--- src/rtl/bcd_convert_arbiter.sv ---
// bcd_convert_arbiter: one iterative shift-add-3 binary-to-BCD converter shared
// round-robin between up to four requesters over a req/ack handshake.
// Optional feature: define BCD_BLANK_EN to build the leading-zero blank mask.
module bcd_convert_arbiter #(
   parameter int unsigned WIDTH  = 9,
   parameter int unsigned DIGITS = 3,
   parameter int unsigned NREQ   = 2
) (
   input  logic                    clk,
   input  logic                    rst_n,
   input  logic [NREQ-1:0]         req,
   input  logic [NREQ*WIDTH-1:0]   bin_in,
   output logic [NREQ-1:0]         ack,
   output logic [4*DIGITS-1:0]     bcd_out,
   output logic                    bcd_valid,
   output logic [1:0]              bcd_owner,
   output logic                    busy,
   output logic [DIGITS-1:0]       blank
);

   localparam int unsigned BcdW = 4 * DIGITS;
   localparam int unsigned CntW = $clog2(WIDTH + 1);
   localparam int unsigned IdxW = (NREQ > 2) ? 2 : 1;

   typedef enum logic [1:0] {StIdle, StShift, StDone} state_e;

   state_e            state_q, state_d;
   logic [1:0]        last_q, last_d;
   logic [1:0]        owner_q, owner_d;
   logic [WIDTH-1:0]  opnd_q, opnd_d;
   logic [BcdW-1:0]   scratch_q, scratch_d;
   logic [CntW-1:0]   cnt_q, cnt_d;
   logic [NREQ-1:0]   ack_q, ack_d;
   logic [BcdW-1:0]   bcd_q, bcd_d;
   logic              valid_q, valid_d;

   logic              grant_vld;
   logic [1:0]        grant_idx;
   logic [31:0]       cand;
   logic [BcdW-1:0]   adj;
   logic [BcdW-1:0]   shifted;
   logic              load_res;

   // Round-robin search starting just after the last owner.
   always_comb begin
      grant_vld = 1'b0;
      grant_idx = '0;
      cand      = '0;
      for (int unsigned i = 1; i <= NREQ; i++) begin
         cand = (32'(last_q) + i) % NREQ;
         if (!grant_vld && req[cand[IdxW-1:0]]) begin
            grant_vld = 1'b1;
            grant_idx = cand[1:0];
         end
      end
   end

   // Add-3 correction on every digit >= 5, then shift in the next operand MSB.
   always_comb begin
      adj = scratch_q;
      for (int unsigned d = 0; d < DIGITS; d++) begin
         if (scratch_q[4*d +: 4] >= 4'd5) begin
            adj[4*d +: 4] = scratch_q[4*d +: 4] + 4'd3;
         end
      end
      shifted = {adj[BcdW-2:0], opnd_q[WIDTH-1]};
   end

   assign load_res = (state_q == StShift) && (cnt_q == CntW'(WIDTH - 1));

   // Next-state logic for the controller and datapath.
   always_comb begin
      state_d   = state_q;
      last_d    = last_q;
      owner_d   = owner_q;
      opnd_d    = opnd_q;
      scratch_d = scratch_q;
      cnt_d     = cnt_q;
      ack_d     = '0;
      valid_d   = 1'b0;
      bcd_d     = bcd_q;
      unique case (state_q)
         StIdle: begin
            if (grant_vld) begin
               state_d   = StShift;
               owner_d   = grant_idx;
               opnd_d    = bin_in[32'(grant_idx) * WIDTH +: WIDTH];
               scratch_d = '0;
               cnt_d     = '0;
            end
         end
         StShift: begin
            scratch_d = shifted;
            opnd_d    = opnd_q << 1;
            cnt_d     = cnt_q + CntW'(1);
            if (load_res) begin
               state_d = StDone;
               bcd_d   = shifted;
               ack_d   = NREQ'(1) << owner_q;
               valid_d = 1'b1;
               last_d  = owner_q;
            end
         end
         StDone:  state_d = StIdle;
         default: state_d = StIdle;
      endcase
   end

   // State and datapath registers.
   always_ff @(posedge clk or negedge rst_n) begin
      if (!rst_n) begin
         state_q   <= StIdle;
         last_q    <= 2'(NREQ - 1);
         owner_q   <= '0;
         opnd_q    <= '0;
         scratch_q <= '0;
         cnt_q     <= '0;
         ack_q     <= '0;
         bcd_q     <= '0;
         valid_q   <= 1'b0;
      end else begin
         state_q   <= state_d;
         last_q    <= last_d;
         owner_q   <= owner_d;
         opnd_q    <= opnd_d;
         scratch_q <= scratch_d;
         cnt_q     <= cnt_d;
         ack_q     <= ack_d;
         bcd_q     <= bcd_d;
         valid_q   <= valid_d;
      end
   end

`ifdef BCD_BLANK_EN
   logic [DIGITS-1:0] blank_q, blank_d;
   logic              zero_run;

   // Blank a digit when it and every digit above it are zero; digit 0 always shows.
   always_comb begin
      blank_d  = blank_q;
      zero_run = 1'b1;
      if (load_res) begin
         blank_d = '0;
         for (int d = int'(DIGITS) - 1; d >= 1; d--) begin
            zero_run   = zero_run & (shifted[4*d +: 4] == 4'd0);
            blank_d[d] = zero_run;
         end
      end
   end

   // Blank mask register, updated together with bcd_out.
   always_ff @(posedge clk or negedge rst_n) begin
      if (!rst_n) begin
         blank_q <= '0;
      end else begin
         blank_q <= blank_d;
      end
   end

   assign blank = blank_q;
`else
   assign blank = '0;
`endif

   assign ack       = ack_q;
   assign bcd_out   = bcd_q;
   assign bcd_valid = valid_q;
   assign bcd_owner = owner_q;
   assign busy      = (state_q != StIdle);

endmodule

--- config.mk ---
export PLATFORM = sky130hd
export DESIGN_NAME = bcd_convert_arbiter
export DESIGN_NICKNAME = d
export VERILOG_FILES = /design/src/rtl/bcd_convert_arbiter.sv
export SDC_FILE = /design/constraint.sdc
export NUM_CORES = 1
export LEC_CHECK = 0
export BUFFER_PORTS_ARGS = -buffer_cell sky130_fd_sc_hd__buf_2
export CAP_MARGIN = 20
export CORE_AREA = 5 5 73 75
export CTS_CLUSTER_SIZE = 14
export DETAILED_ROUTE_END_ITERATION = 8
export DIE_AREA = 0 0 78 80
export PLACE_DENSITY = 0.78
export REMOVE_ABC_BUFFERS = 1
export SKIP_LAST_GASP = 1
export SYNTH_ARGS = -nofsm -noshare
export SYNTH_HDL_FRONTEND = slang
export SYNTH_SLANG_ARGS = --single-unit
--- constraint.sdc ---
create_clock -name clk -period 1.4 [get_ports clk]
set_input_delay 0.28 -clock clk [delete_from_list [all_inputs] [get_ports clk]]
set_output_delay 0.28 -clock clk [all_outputs]
set_load 0.05 [all_outputs]
==> impl_metrics.csv <==
group,metric,value,unit
synthesis,synthesis.yosys.warnings,0,
timing,pins_over_their_slew_limit,0,
cells_and_area,nets,300,
global_route,grt.total_usage,17.4,%
drt,detail-route-antenna-nets,0,
clocking,cts-buffers-inserted,5,
min_path,hold_path_class,"input pin to flip-flop",
synthesis,synth-seq-area-share,50.2,%
drt,drc,0,
die,starting_density_of_the_core,47.8,%
worst_setup_path,timing.critical_path.required,1590,ps
synthesis,yosysUniqueCellTypes,39,
placed_design,place_congestion,0.735,
drt,post_drt_wl_per_cell,16.1,µm
worst_setup_path,cp_max_fo,8,
placed_design,placement.io_buffers,38,
synthesis,post_synth_inst_count,189,
worst_setup_path,critPathMaxStageDelay,400,ps
timing,setup_violations,15,
timing,postLayoutSetupSlackWorst,-128,ps
worst_setup_path,worst-endpoint-arrival,1710,ps
worst_setup_path,worst_path_max_delay_cell,"dfrtp_1",
timing,grt_setup_unrepaired,"yes",
die,die_y,80,µm
global_route,first_global_vias,1823,
global_route,grt-ovfl-total,0,
synthesis,yosys-top-cells-area,"dfrtp_1 49%, mux2_4 6.2%, mux2i_1 5.5%, ha_1 4.6%, nor3b_1 3.4%",
worst_setup_path,crit_chain,"inv_2, ha_1, and3b_1, and2_4, buf_12, mux2_4",
timing,timing_hold_violations_final,0,
cells_and_area,areaGrowthSynthToFinish,41.5,%
clocking,clk_latency,300,ps
synthesis,yosys-top-cells-count,"43 x dfrtp_1, 13 x a21oi_1, 12 x mux2i_1",
clocking,clock-root-buffer,"clkbuf_8",
cells_and_area,insertedDiodeCount,0,
die,top_level_ports,43,
worst_setup_path,worst-setup-path-type,"flip-flop to flip-flop",
placed_design,detailedPlacementHpwl,3.38,mm
clocking,max-clock-path-buffers,2,
timing,final.setup_skew,6.06,ps
die,chipWidth,78,µm
synthesis,ys_dominant_reg_cell,"dfrtp_1",
synthesis,post-synth-top-count-cell,"dfrtp_1",
drt,vias,1722,
cells_and_area,fill_cells,341,
outcome,failed_checks,"setup timing",
clocking,cts.sink_count,44,
timing,finalCriticalPeriod,1530,ps
placed_design,post_placement_cell_count,299,
timing,finalSetupTns,-1390,ps
global_route,number_of_antenna_violations_at_the_first_check_in_global_routing,0,
cells_and_area,drive_above_1_share,52.8,%
worst_setup_path,cp-end-kind,"flip-flop",
timing,hold-worst-slack,256,ps
die,floorplan.rows,25,
synthesis,synth.ff_latch_count,44,
power_and_ir_drop,total_power,0.00766,W
power_and_ir_drop,vdd_drop_max,1230,µV
cells_and_area,final-instance-count-excl-fill,325,
synthesis,async_flop_share,100,%
clocking,clkSlewWorstSetupHoldPaths,80,ps
clocking,h-tree-depth,2,
timing,layout_worst_path_cycle_share,109,%
outcome,status,"complete, but fails checks",
drt,dr_pass1_iterations,4,
die,area_of_the_core,4600,µm²
synthesis,mean_instance_size_in_the_synthesized_netlist,11.6,µm²
synthesis,post-synth-top-area-cell,"dfrtp_1",
global_route,grt_max_degree,23,
clocking,tritoncts,"built",
timing,achievable-frequency,0.654,GHz
worst_setup_path,timing.critical_path.from_type,"flip-flop",
power_and_ir_drop,power_per_cell_area,2460,nW/µm²
synthesis,syn-cell-area,2200,µm²
flow_run,cap_violations,0,
drt,detailedRoute.firstIterationViolations,118,
synthesis,synth_edf_count,0,
synthesis,post-synth-top-area-fraction,49.0,%
drt,postRouteWirelength,5.24,mm
global_route,grt_first_pass_wirelength,8.54,mm
drt,vias_per_cell,5.30,
die,floorplan.die_area,6240,µm²
power_and_ir_drop,p_leak,1.48,nW
==> worst paths after layout <==
kind | from | endpoint | slack [ps] | cells past startpoint
setup / recovery | cnt_q[0] | bcd_out[6] | -130 | 6
max in group asynchronous | rst_n | last_q[0] | 420 | 3
hold / removal | bin_in[1] | opnd_q[1] | 260 | 3
setup reg to reg | cnt_q[0] | bcd_out[6] | -130 | 6
hold reg to reg | opnd_q[0] | opnd_q[0] | 500 | 2
min in group asynchronous | rst_n | cnt_q[0] | 420 | 2
==> cells in the final DEF, fill, tap and decap left out, types with 2 or more instances in the layout <==
cell type  count
dfrtp_1       43
buf_2         37
buf_4         33
mux2i_1       10
mux2_4         9
inv_2          8
nor2_1         8
nor3b_1        8
o21ai_0        6
a22o_1         6
a21oi_1        6
clkbuf_8       6
o21ai_1        5
buf_6          5
nor2_4         4
nand2_1        4
xnor2_1        4
a21oi_2        4
conb_1         4
buf_12         4
nand2b_4       3
a21oi_4        3
o31ai_1        3
a32o_1         3
ha_4           3
ha_2           3
or2_4          2
a22oi_2        2
a22oi_1        2
a211oi_1       2
nor3b_2        2
o22ai_1        2
mux2i_2        2
a211oi_2       2
ha_1           2
clkbuf_1       2
buf_8          2
==> metal layers <==
metal  vias up  wire [µm]  track usage [%]
met1       828       2200             22.3
li1        829          -                -
met5         -          0                0
met4         0        123             6.25
met2        54       2620             28.7
met3        11        303             4.18
==> sequential cells by signal, summed over array words and instances (netlist names) <==
signal     cells
bcd_owner      1
opnd_q         9
scratch_q     12
cnt_q          4
bcd_valid      1
ack            2
bcd_out       12
state_q        2
last_q         1
==> power breakdown <==
group / switching, W / internal [W]
logic: 0.00237 / 0.00215
clock network: 0.000413 / 0.000403
registers: 0.000487 / 0.00184
==> logic make-up (layout without fill, tap and decap cells) <==
logic type / after synthesis / count (layout) / share of synthesized area, %
AND/OR/NAND/NOR: 43 / 43 / 11.9
other: 1 / 4 / 0.171
flip-flops: 44 / 44 / 50.2
multiplexers: 21 / 21 / 11.6
XOR/XNOR: 5 / 5 / 1.99
buffers and inverters: 20 / 99 / 5.47
adder cells (fa/ha/maj): 8 / 8 / 4.56
AO/OA/AOI/OAI: 47 / 47 / 14.1
==> what timing repair did <==
action | 4_1_cts | 5_1_grt
endpoints found under the setup margin | 30 | 34
hold endpoints to repair | 10 | 0
pin swaps | 11 | 6
hold buffers | 1 | 0
buffers inserted | 7 | 9
gates resized for setup | 35 | 28
cloned | 1 | 0
==> critical path, delay by kind of cell (launching register included) <==
family | cells | cell delay [ps]
multiplexers | 1 | 300
adder cells (fa/ha/maj) | 1 | 130
buffers and inverters | 2 | 220
AND/OR/NAND/NOR | 2 | 370
flip-flops | 1 | 400
==> area by class of cell <==
cell class,count,area [µm²],area share (%)
Inverter,8,30.0,0.966
Timing Repair Buffer,83,637,20.5
Tap cell,54,67.6,2.17
Sequential cell,44,1100,35.5
Clock buffer,8,90.1,2.90
Multi-Input combinational cell,128,1180,38.0
==> through the flow <==
stage | area, µm² | setup WS [ps] | utilization, %
floorplan | 2120 | -706 | -
global placement | 2600 | -126 | 56.6
detailed placement | 2600 | -189 | 56.6
CTS | 2920 | -131 | 63.4
global route | 3110 | -192 | 67.6
finish | 3110 | -128 | 67.6
(Power assumes the default switching activity.)
